File: src/rtl/multicycle_main_decoder.sv
// Multicycle ARMv4 main control FSM with memory req/ready handshake, wait-state watchdog and fault reporting.
// Optional branch-with-link support is enabled by defining MCD_BL_EN.
module multicycle_main_decoder #(
    parameter int unsigned TIMEOUT   = 16,
    parameter int unsigned TIMEOUT_W = 5
) (
    input  logic       clk,
    input  logic       rst,
    input  logic [1:0] Op,
    input  logic [5:0] Funct,
    input  logic       mem_ready,
    output logic       mem_req,
    output logic       IRWrite,
    output logic       AdrSrc,
    output logic [1:0] ALUSrcA,
    output logic [1:0] ALUSrcB,
    output logic [1:0] ResultSrc,
    output logic [1:0] ImmSrc,
    output logic [1:0] RegSrc,
    output logic       NextPC,
    output logic       RegW,
    output logic       MemW,
    output logic       Branch,
    output logic       ALUOp,
    output logic       LinkW,
    output logic       fault,
    output logic [1:0] fault_code
);

    typedef enum logic [3:0] {
        FETCH  = 4'd0,
        DECODE = 4'd1,
        EXECR  = 4'd2,
        EXECI  = 4'd3,
        ALUWB  = 4'd4,
        MEMADR = 4'd5,
        MEMRD  = 4'd6,
        MEMWB  = 4'd7,
        MEMWR  = 4'd8,
        BRANCH = 4'd9,
`ifdef MCD_BL_EN
        LINK   = 4'd11,
`endif
        FAULT  = 4'd10
    } state_t;

    state_t               r_state;
    state_t               w_state_next;
    logic [TIMEOUT_W-1:0] r_wdog;
    logic                 r_fault;
    logic [1:0]           r_fault_code;
    logic                 w_mem_state;
    logic                 w_timeout;
    logic                 w_undef;
    logic                 w_unused;

    assign w_unused    = ^{Funct[4:1]};
    assign w_mem_state = (r_state == FETCH) || (r_state == MEMRD) || (r_state == MEMWR);
    assign w_timeout   = w_mem_state && !mem_ready && (r_wdog == TIMEOUT_W'(TIMEOUT - 1));
    assign w_undef     = (r_state == DECODE) && (Op == 2'b11);

    assign ImmSrc     = Op;
    assign RegSrc     = {Op == 2'b01, Op == 2'b10};
    assign fault      = r_fault;
    assign fault_code = r_fault_code;

    always_ff @(posedge clk or posedge rst) begin
        if (rst) begin
            r_state <= FETCH;
        end else begin
            r_state <= w_state_next;
        end
    end

    // Watchdog only advances while an access is pending; entering any mem state starts it from zero.
    always_ff @(posedge clk or posedge rst) begin
        if (rst) begin
            r_wdog       <= '0;
            r_fault      <= 1'b0;
            r_fault_code <= 2'b00;
        end else begin
            if (w_mem_state && !mem_ready && !w_timeout) begin
                r_wdog <= r_wdog + TIMEOUT_W'(1);
            end else begin
                r_wdog <= '0;
            end
            if (w_timeout) begin
                r_fault      <= 1'b1;
                r_fault_code <= 2'b01;
            end else if (w_undef) begin
                r_fault      <= 1'b1;
                r_fault_code <= 2'b10;
            end
        end
    end

    always_comb begin
        w_state_next = r_state;
        mem_req      = 1'b0;
        IRWrite      = 1'b0;
        AdrSrc       = 1'b0;
        ALUSrcA      = 2'b00;
        ALUSrcB      = 2'b00;
        ResultSrc    = 2'b00;
        NextPC       = 1'b0;
        RegW         = 1'b0;
        MemW         = 1'b0;
        Branch       = 1'b0;
        ALUOp        = 1'b0;
        LinkW        = 1'b0;
        case (r_state)
            FETCH: begin
                mem_req   = 1'b1;
                ALUSrcA   = 2'b01;
                ALUSrcB   = 2'b10;
                ResultSrc = 2'b10;
                IRWrite   = mem_ready;
                NextPC    = mem_ready;
                if (w_timeout)      w_state_next = FAULT;
                else if (mem_ready) w_state_next = DECODE;
            end
            DECODE: begin
                ALUSrcA   = 2'b01;
                ALUSrcB   = 2'b10;
                ResultSrc = 2'b10;
                case (Op)
                    2'b00:   w_state_next = Funct[5] ? EXECI : EXECR;
                    2'b01:   w_state_next = MEMADR;
                    2'b10:   w_state_next = BRANCH;
                    default: w_state_next = FAULT;
                endcase
            end
            EXECR: begin
                ALUOp        = 1'b1;
                w_state_next = ALUWB;
            end
            EXECI: begin
                ALUSrcB      = 2'b01;
                ALUOp        = 1'b1;
                w_state_next = ALUWB;
            end
            ALUWB: begin
                RegW         = 1'b1;
                w_state_next = FETCH;
            end
            MEMADR: begin
                ALUSrcB      = 2'b01;
                w_state_next = Funct[0] ? MEMRD : MEMWR;
            end
            MEMRD: begin
                mem_req = 1'b1;
                AdrSrc  = 1'b1;
                if (w_timeout)      w_state_next = FAULT;
                else if (mem_ready) w_state_next = MEMWB;
            end
            MEMWB: begin
                ResultSrc    = 2'b01;
                RegW         = 1'b1;
                w_state_next = FETCH;
            end
            MEMWR: begin
                mem_req = 1'b1;
                AdrSrc  = 1'b1;
                MemW    = mem_ready;
                if (w_timeout)      w_state_next = FAULT;
                else if (mem_ready) w_state_next = FETCH;
            end
            BRANCH: begin
                ALUSrcA   = 2'b10;
                ALUSrcB   = 2'b01;
                ResultSrc = 2'b10;
                Branch    = 1'b1;
`ifdef MCD_BL_EN
                w_state_next = Funct[4] ? LINK : FETCH;
`else
                w_state_next = FETCH;
`endif
            end
`ifdef MCD_BL_EN
            LINK: begin
                ALUSrcA      = 2'b10;
                ALUSrcB      = 2'b10;
                ResultSrc    = 2'b10;
                RegW         = 1'b1;
                LinkW        = 1'b1;
                w_state_next = FETCH;
            end
`endif
            FAULT: begin
                w_state_next = FAULT;
            end
            default: begin
                w_state_next = FETCH;
            end
        endcase
        // Reset leaves the FETCH mux selects visible but must silence every strobe.
        if (rst) begin
            mem_req = 1'b0;
            IRWrite = 1'b0;
            NextPC  = 1'b0;
            RegW    = 1'b0;
            MemW    = 1'b0;
            Branch  = 1'b0;
            LinkW   = 1'b0;
        end
    end

endmodule

File: config.mk
export PLATFORM = sky130hd
export DESIGN_NAME = multicycle_main_decoder
export DESIGN_NICKNAME = d
export VERILOG_FILES = /design/src/rtl/multicycle_main_decoder.sv
export SDC_FILE = /design/constraint.sdc
export NUM_CORES = 1
export LEC_CHECK = 0
export ABC_AREA = 1
export CORE_ASPECT_RATIO = 0.8
export CORE_UTILIZATION = 35
export CTS_CLUSTER_DIAMETER = 200
export DETAILED_ROUTE_END_ITERATION = 12
export PLACE_DENSITY = 0.78
export RECOVER_POWER = 50
export SYNTH_ARGS = -nofsm -noshare
export SYNTH_HDL_FRONTEND = slang
export SYNTH_SLANG_ARGS = --single-unit
export TNS_END_PERCENT = 1
File: constraint.sdc
create_clock -name clk -period 4.4 [get_ports clk]
set_clock_uncertainty 0.1 [all_clocks]
set_input_delay 0.88 -clock clk [delete_from_list [all_inputs] [get_ports clk]]
set_output_delay 0.88 -clock clk [all_outputs]
set_load 0.03 [all_outputs]
# ---- Word-level counts from Yosys, hierarchy flattened
# Index checks and enable logic that the tools add are counted.
dict set report totals {
  register_bits 12
  latch_bits 0
  ramBits 0
  romBits 0
  input_bits 11
  output_inout_bits 22
  elab_cells 71
  n_memories 0
}
dict set report classes {
  n_addsub 1
  n_mul 0
  div 0
  order_cmp 0
  eq_ne 17
  shifts 0
  mux 30
  n_bitwise 0
  reduce_logical 19
}
# cell count
set ops {}
lappend ops {{2-to-1 mux 4 bit} 7}
lappend ops {{one-hot mux 4 bit (7 select lines)} 1}
lappend ops {{== test 4 x 3 -> 1 bit (second input constant)} 4}
lappend ops {{2-to-1 mux 1 bit} 15}
lappend ops {{== test 4 bit (second input constant)} 3}
lappend ops {{one-hot mux 2 bit (2 select lines)} 3}
lappend ops {{one-hot mux 4 bit (3 select lines)} 1}
lappend ops {{inequality test 3 bit (second input constant)} 3}
lappend ops {{OR reduction 3 bit} 3}
lappend ops {{== test 4 x 2 -> 1 bit (second input constant)} 2}
lappend ops {{OR reduction 2 bit} 4}
lappend ops {{adder 5 x 1 -> 5 bit (second input constant)} 1}
lappend ops {{== test 5 x 4 -> 1 bit (second input constant)} 1}
lappend ops {{2-to-1 mux 5 bit} 1}
lappend ops {{== test 2 bit (second input constant)} 2}
lappend ops {{== test 4 x 1 -> 1 bit (second input constant)} 1}
lappend ops {{logical AND 1 bit} 4}
lappend ops {{zero test 4 bit} 1}
lappend ops {{2-to-1 mux 2 bit} 2}
lappend ops {{AND reduction 3 bit} 1}
lappend ops {{== test 2 x 1 -> 1 bit (second input constant)} 1}
lappend ops {{zero test 1 bit} 2}
lappend ops {{zero test 2 bit} 1}
lappend ops {{logical OR 1 bit} 2}
lappend ops {{nonzero test 2 bit} 1}

# ---- Logic depth before layout (Yosys ltp)
# Gate-level depths: netlist of run 1.
dict set report logic_depth {
  word_depth 8
  depth_mapped 8
  mapped_depth_nobuf 8
}

# ---- Worst setup path before layout of run 1
# OpenSTA, ideal clock, no wires.
dict set report synth_path {
  kind {input to output}
  from {input mem_ready}
  to {output NextPC}
  arrival_time_ps 2065
  t_required_ps 3420
  path_slack_ps 1355
  stages 3
  n_path_buf 1
  path_cell_list {inv_1 nor3_1 buf_4}
}
dict set report synth_via {
  elab_chain_cells 2
}
# element line_no
set synth_rtl {}
lappend synth_rtl {{from (decl)} 11} ;# input logic mem_ready,
lappend synth_rtl {{2-to-1 mux 1 bit (2 in a row)} --}
lappend synth_rtl {{to (decl)} 20} ;# output logic NextPC,
# Every way passes these cells.

# ---- Final worst setup path of run 1
dict set report layout_path {
  from {input rst}
  to {output mem_req}
}
dict set report layout_via {
  elab_chain_cells 1
}
# element line_no
set layout_rtl {}
lappend layout_rtl {{from (decl)} 8} ;# input logic rst,
lappend layout_rtl {{2-to-1 mux 1 bit} 197} ;# if (rst) begin
lappend layout_rtl {{to (decl)} 12} ;# output logic mem_req,
# Every way passes these cells.

==> flow_summary.yaml, run 1 <==
worst_setup_path:
  reg2reg_from: "r_wdog[0]"
  path_class: "in2out"
  rr_worst_depth: 7
  worst_setup_path_end_kind: "output pin"
  worst_ep_required_time_ns: 3.42
  crit_fanout: 13
  worstReg2RegEnd: "r_wdog[2]"
  reg2reg_slack_ns: 2.70
  worst_ep_arrival_time_ns: 2.54
  crit_end: "mem_req"
  startpoint: "rst"
  cp-start-kind: "input port"
global_route:
  antenna_found_initial: 0
  grt_usage: 0.148
  first_global_vias: 753
  grt_pass1_wl_mm: 3.06
  grt_max_degree: 14
  grt-ovfl-total: 0
drt:
  drt_iter0_drc: 22
  routed_wl_mm: 1.88
  viasPerCell: 4.55
  wire_per_inst_um: 10.4
  vias: 824
  post-route-drc-count: 0
  ant_nets: 0
  drt_first_pass_iters: 4
cts:
  cts_resized: 0
  hold_buffers: 0
  cts_buffers: 3
  postCtsSetupBuffers: 0
  tritoncts: "built"
  clkSlewWorstSetupHoldPaths_ns: 0.08
  insertion_delay_ns: 0.26
  htree_levels: 1
  cts_num_sinks: 12
  clockBufferDepth: 2
  root_buffer: "clkbuf_4"
sta:
  period_share: 0.799
  period_needed_ns: 3.52
  drv_slew: 0
  fin_setup_tns_ns: 0
  hold_viol: 0
  fmax_mhz: 284
  setup_viol: 0
  rsz0062_at_grt: "false"
min_path:
  hp-class: "reg2reg"
placement:
  port_buffers: 27
  gp_congestion: 0.830
  place_hpwl_mm: 1.55
logic_synthesis:
  ys_ff_latch: 12
  yosysSeqAreaShare: 0.336
  yosysWarnings: 0
  syn_area_um2: 893
  yosysTopAreaCell: "dfrtp_1"
  dominantRegCellSynth: "dfrtp_1"
  avgSynthCellArea_um2: 7.38
  synth.distinct_cells: 20
  synth_top_area_frac: 0.336
  synth.most_common_cell: "inv_1"
  async_flop_share: 1.00
  yosys-top-cells-area: "dfrtp_1 (34%), ha_1 (11%), inv_1 (11%)"
  syn-num-nets: 140
  synth_enable_flop_cells: 0
  syn_inst: 121
  synth_commonest_cells: "inv_1 (25), nand2_1 (20), nor2_1 (17)"
power_and_ir_drop:
  powerDensity_nw_per_um2: 633
  peakVddDrop_mv: 0.186
  pwr-share-clk: 0.088
  power_frac_comb: 0.681
  switchingPower_mw: 0.383
  leakagePower_nw: 0.598
  swShare: 0.515
  internal-power_mw: 0.361
  p_seq_frac: 0.231
final_layout:
  area_growth_pct: 31.7
  diodes: 0
  final_nets: 168
  final_core_util: 0.518
  drive_above_1_share: 0.0884
die:
  rows: 15
  die-area_um2: 2760
  die_h_um: 47.2
  io_pins: 33
  die_w_um: 58.5
  start_util: 0.393
  coreArea_um2: 2270
status:
  status: "finished, final reports clean"
flow_run:
  drv_cap: 0
cell usage in the layout (no fill, tap or decap), drive strengths merged, types with 2 or more instances in the layout:
cell type      synthesis  layout
inv                   26      26
clkdlybuf4s50          0      24
nand2                 23      23
nor2                  21      21
dfrtp                 12      12
ha                     8       8
nand3                  8       8
a21oi                  5       5
o21ai                  5       5
clkbuf                 0       3
dlygate4sd3            0       3
nor3                   2       2
nand4                  2       2
final cells by class:
type | count | area, um^2
fillers | 221 | 1090
multi-input cells | 78 | 435
flip-flops and latches | 12 | 300
repair buffers | 28 | 278
inverters | 26 | 97.6
well taps | 34 | 42.5
clock buffers | 3 | 22.5
worst max-delay path, cell delays in order:
cell and delay [ns]:
dlygate4sd3_1 0.60, inv_1 0.08, buf_4 0.20, nand2_1 0.07
inv_1 0.05, clkdlybuf4s50_1 0.65
flip-flops by register name (all words and copies together) (netlist names):
| name | count |
|---|---|
| r_state | 4 |
| r_wdog | 5 |
| fault | 1 |
| fault_code | 2 |
worst min path at each step:
| stage | to | slack (ns) | start | depth (start not counted) |
|---|---|---|---|---|
| CTS | r_wdog[0] | 0.36 | r_wdog[0] | 1 |
| floorplan | r_wdog[0] | 0.33 | r_wdog[0] | 1 |
| detailed placement | r_wdog[0] | 0.35 | r_wdog[0] | 1 |
| global route | r_wdog[0] | 0.38 | r_wdog[0] | 1 |
| finish | r_wdog[0] | 0.36 | r_wdog[0] | 1 |
| global placement | r_wdog[0] | 0.34 | r_wdog[0] | 1 |
power groups by stage:
stage | clock network (mW) | registers [mW] | logic [mW]
after detailed placement | 0 | 0.173 | 0.520
final | 0.0657 | 0.172 | 0.507
after global placement | 0 | 0.172 | 0.509
after global routing | 0.0724 | 0.176 | 0.546
after CTS | 0.0675 | 0.171 | 0.522
after floorplan | 0 | 0.183 | 0.347
layer usage:
layer,wire [um],up-vias,track usage
li1,-,421,-
met1,866,380,0.180
met2,947,23,0.283
met3,69,0,0.0165
met4,0,0,0.0429
met5,0,-,0
logic make-up after synthesis:
logic type | count (synthesis) | share of synthesized area
other | 1 | 0.00420
DFF | 12 | 0.336
AOI/OAI and AO/OA | 10 | 0.0560
xor gates and xnor gates | 1 | 0.00981
and+or+nand+nor | 58 | 0.331
buffers and inverters | 31 | 0.151
adders and majority gates | 8 | 0.112
metrics by stage:
step / instance area (um^2) / setup slack (ns) / hold slack (ns) / instances / power [mW]
finish: 1180 / 0.885 / 0.362 / 181 / 0.745
global placement: 1180 / 0.988 / 0.344 / 178 / 0.681
CTS: 1200 / 0.939 / 0.363 / 181 / 0.761
floorplan: 893 / 1.35 / 0.330 / 121 / 0.531
global route: 1180 / 0.792 / 0.382 / 181 / 0.795
detailed placement: 1180 / 0.935 / 0.352 / 178 / 0.693
No activity file was read; power rests on OpenSTA's default activity.
==> run 2: changes to the inputs <==
==> constraint.sdc (replaced) <==
create_clock -name clk -period 3.55 [get_ports clk]
set_clock_uncertainty 0.1 [all_clocks]
set_input_delay 0.71 -clock clk [delete_from_list [all_inputs] [get_ports clk]]
set_output_delay 0.71 -clock clk [all_outputs]
set_load 0.03 [all_outputs]
==> flow_summary.yaml, run 2 (synthesis results as in run 1) <==
sta:
  setup_viol: 0
  fmax_mhz: 323
  slew_headroom: 0.571
  whs_ns: 0.353
  fin_setup_tns_ns: 0
  drv_slew: 0
  period_share: 0.872
  rsz0062_at_grt: "false"
  worst_slew_pin_slew_ns: 0.644
  period_needed_ns: 3.09
  hold_viol: 0
worst_setup_path:
  crit_fanout: 6
  worst_ep_arrival_time_ns: 2.28
  path_class: "in2out"
  cp-start-kind: "input port"
  worst_ep_required_time_ns: 2.74
  worst_setup_path_end_kind: "output pin"
final_layout:
  area_growth_pct: 33.3
  final_nets: 168
  layout_commonest_cell: "inv_1"
  layout_common_cells: "inv_1 (25), clkdlybuf4s50_1 (24), nand2_1 (20), nor2_1 (17), dfrtp_1 (12)"
  final_core_util: 0.525
  instances_no_fill: 182
  diodes: 0
  largest_register_ffs: 5
  regMostFlops: "r_wdog"
  drive_above_1_share: 0.0946
global_route:
  antenna_found_initial: 0
  grt_max_degree: 13
  first_global_vias: 730
  grt-ovfl-total: 0
  grtUsageMet1: 0.191
  grt-busiest-layer: "met2"
  grt_pass1_wl_mm: 3.08
  grt_usage: 0.152
  grt_util_met2: 0.255
  use_met3: 0.0441
min_path:
  hp-class: "reg2reg"
drt:
  drt_first_pass_iters: 4
  ant_nets: 0
  routed_wl_mm: 1.82
  viasPerCell: 4.60
  wire_per_inst_um: 10.0
  post-route-drc-count: 0
  vias: 838
  drt_iter0_drc: 17
die:
  die-area_um2: 2760
  coreArea_um2: 2270
  io_pins: 33
  die_h_um: 47.2
  die_w_um: 58.5
  rows: 15
  start_util: 0.393
cts:
  htree_levels: 1
  root_buffer: "clkbuf_4"
  cts_num_sinks: 12
  tritoncts: "built"
  clkSlewWorstSetupHoldPaths_ns: 0.07
  cts_resized: 0
  hold_buffers: 0
  cts_buffers: 3
  clockBufferDepth: 2
  insertion_delay_ns: 0.28
  postCtsSetupBuffers: 0
power_and_ir_drop:
  leakagePower_nw: 0.602
  pwr-share-clk: 0.115
  p_seq_frac: 0.223
  swShare: 0.504
  peakVddDrop_mv: 0.271
  powerDensity_nw_per_um2: 798
  power_frac_comb: 0.662
  power_mw: 0.951
  internal-power_mw: 0.471
  switchingPower_mw: 0.480
status:
  status: "finished, final reports clean"
placement:
  gp_congestion: 0.811
  dp.cells: 178
  place_hpwl_mm: 1.43
  port_buffers: 27
flow_run:
  drv_cap: 0
[run 2: cell count changes in the layout (fill, tap and decap cells not counted), sizes merged]
cell / previous run / this run
buf: 1 / 0
clkbuf: 3 / 5
[run 2: power groups by stage]
stage | logic (mW) | clock network, mW | registers (mW)
floorplan | 0.430 | 0 | 0.227
global placement | 0.631 | 0 | 0.213
detailed placement | 0.642 | 0 | 0.214
CTS | 0.644 | 0.111 | 0.211
global route | 0.682 | 0.121 | 0.218
finish | 0.630 | 0.109 | 0.212
[run 2: layout make-up]
type / instances / area [um^2]
Timing Repair Buffer: 28 / 274
Inverter: 26 / 97.6
Clock buffer: 4 / 36.3
Fill cell: 229 / 1080
Sequential cell: 12 / 300
Tap cell: 34 / 42.5
Multi-Input combinational cell: 78 / 440
[run 2: through the flow]
step / area, um^2 / setup WS, ns
detailed placement: 1180 / 0.431
global placement: 1180 / 0.482
CTS: 1210 / 0.419
finish: 1190 / 0.456
floorplan: 893 / 0.845
global route: 1190 / 0.334
[run 2: per-layer routing]
| layer | share of wire | vias to the layer above |
|---|---|---|
| met5 | 0 | - |
| met2 | 0.44 | 37 |
| met1 | 0.47 | 377 |
| li1 | - | 417 |
| met4 | 0.020 | 0 |
| met3 | 0.073 | 7 |
[run 2: critical path: stages]
cell             delay, ns
dlygate4sd3_1         0.63
inv_1                 0.12
ha_1                  0.16
clkdlybuf4s50_1       0.67
[run 2: path summary, 6_finish.rpt]
path,slack (ns),cells after the start,to,startpoint
max,0.46,4,RegSrc[0],Op[0]
min,0.35,1,r_wdog[0],r_wdog[0]
max reg2reg,1.89,7,r_wdog[2],r_wdog[0]
min reg2reg,0.35,1,r_wdog[0],r_wdog[0]
max in group asynchronous,1.90,3,r_wdog[0],rst
min in group asynchronous,1.03,3,r_wdog[4],rst
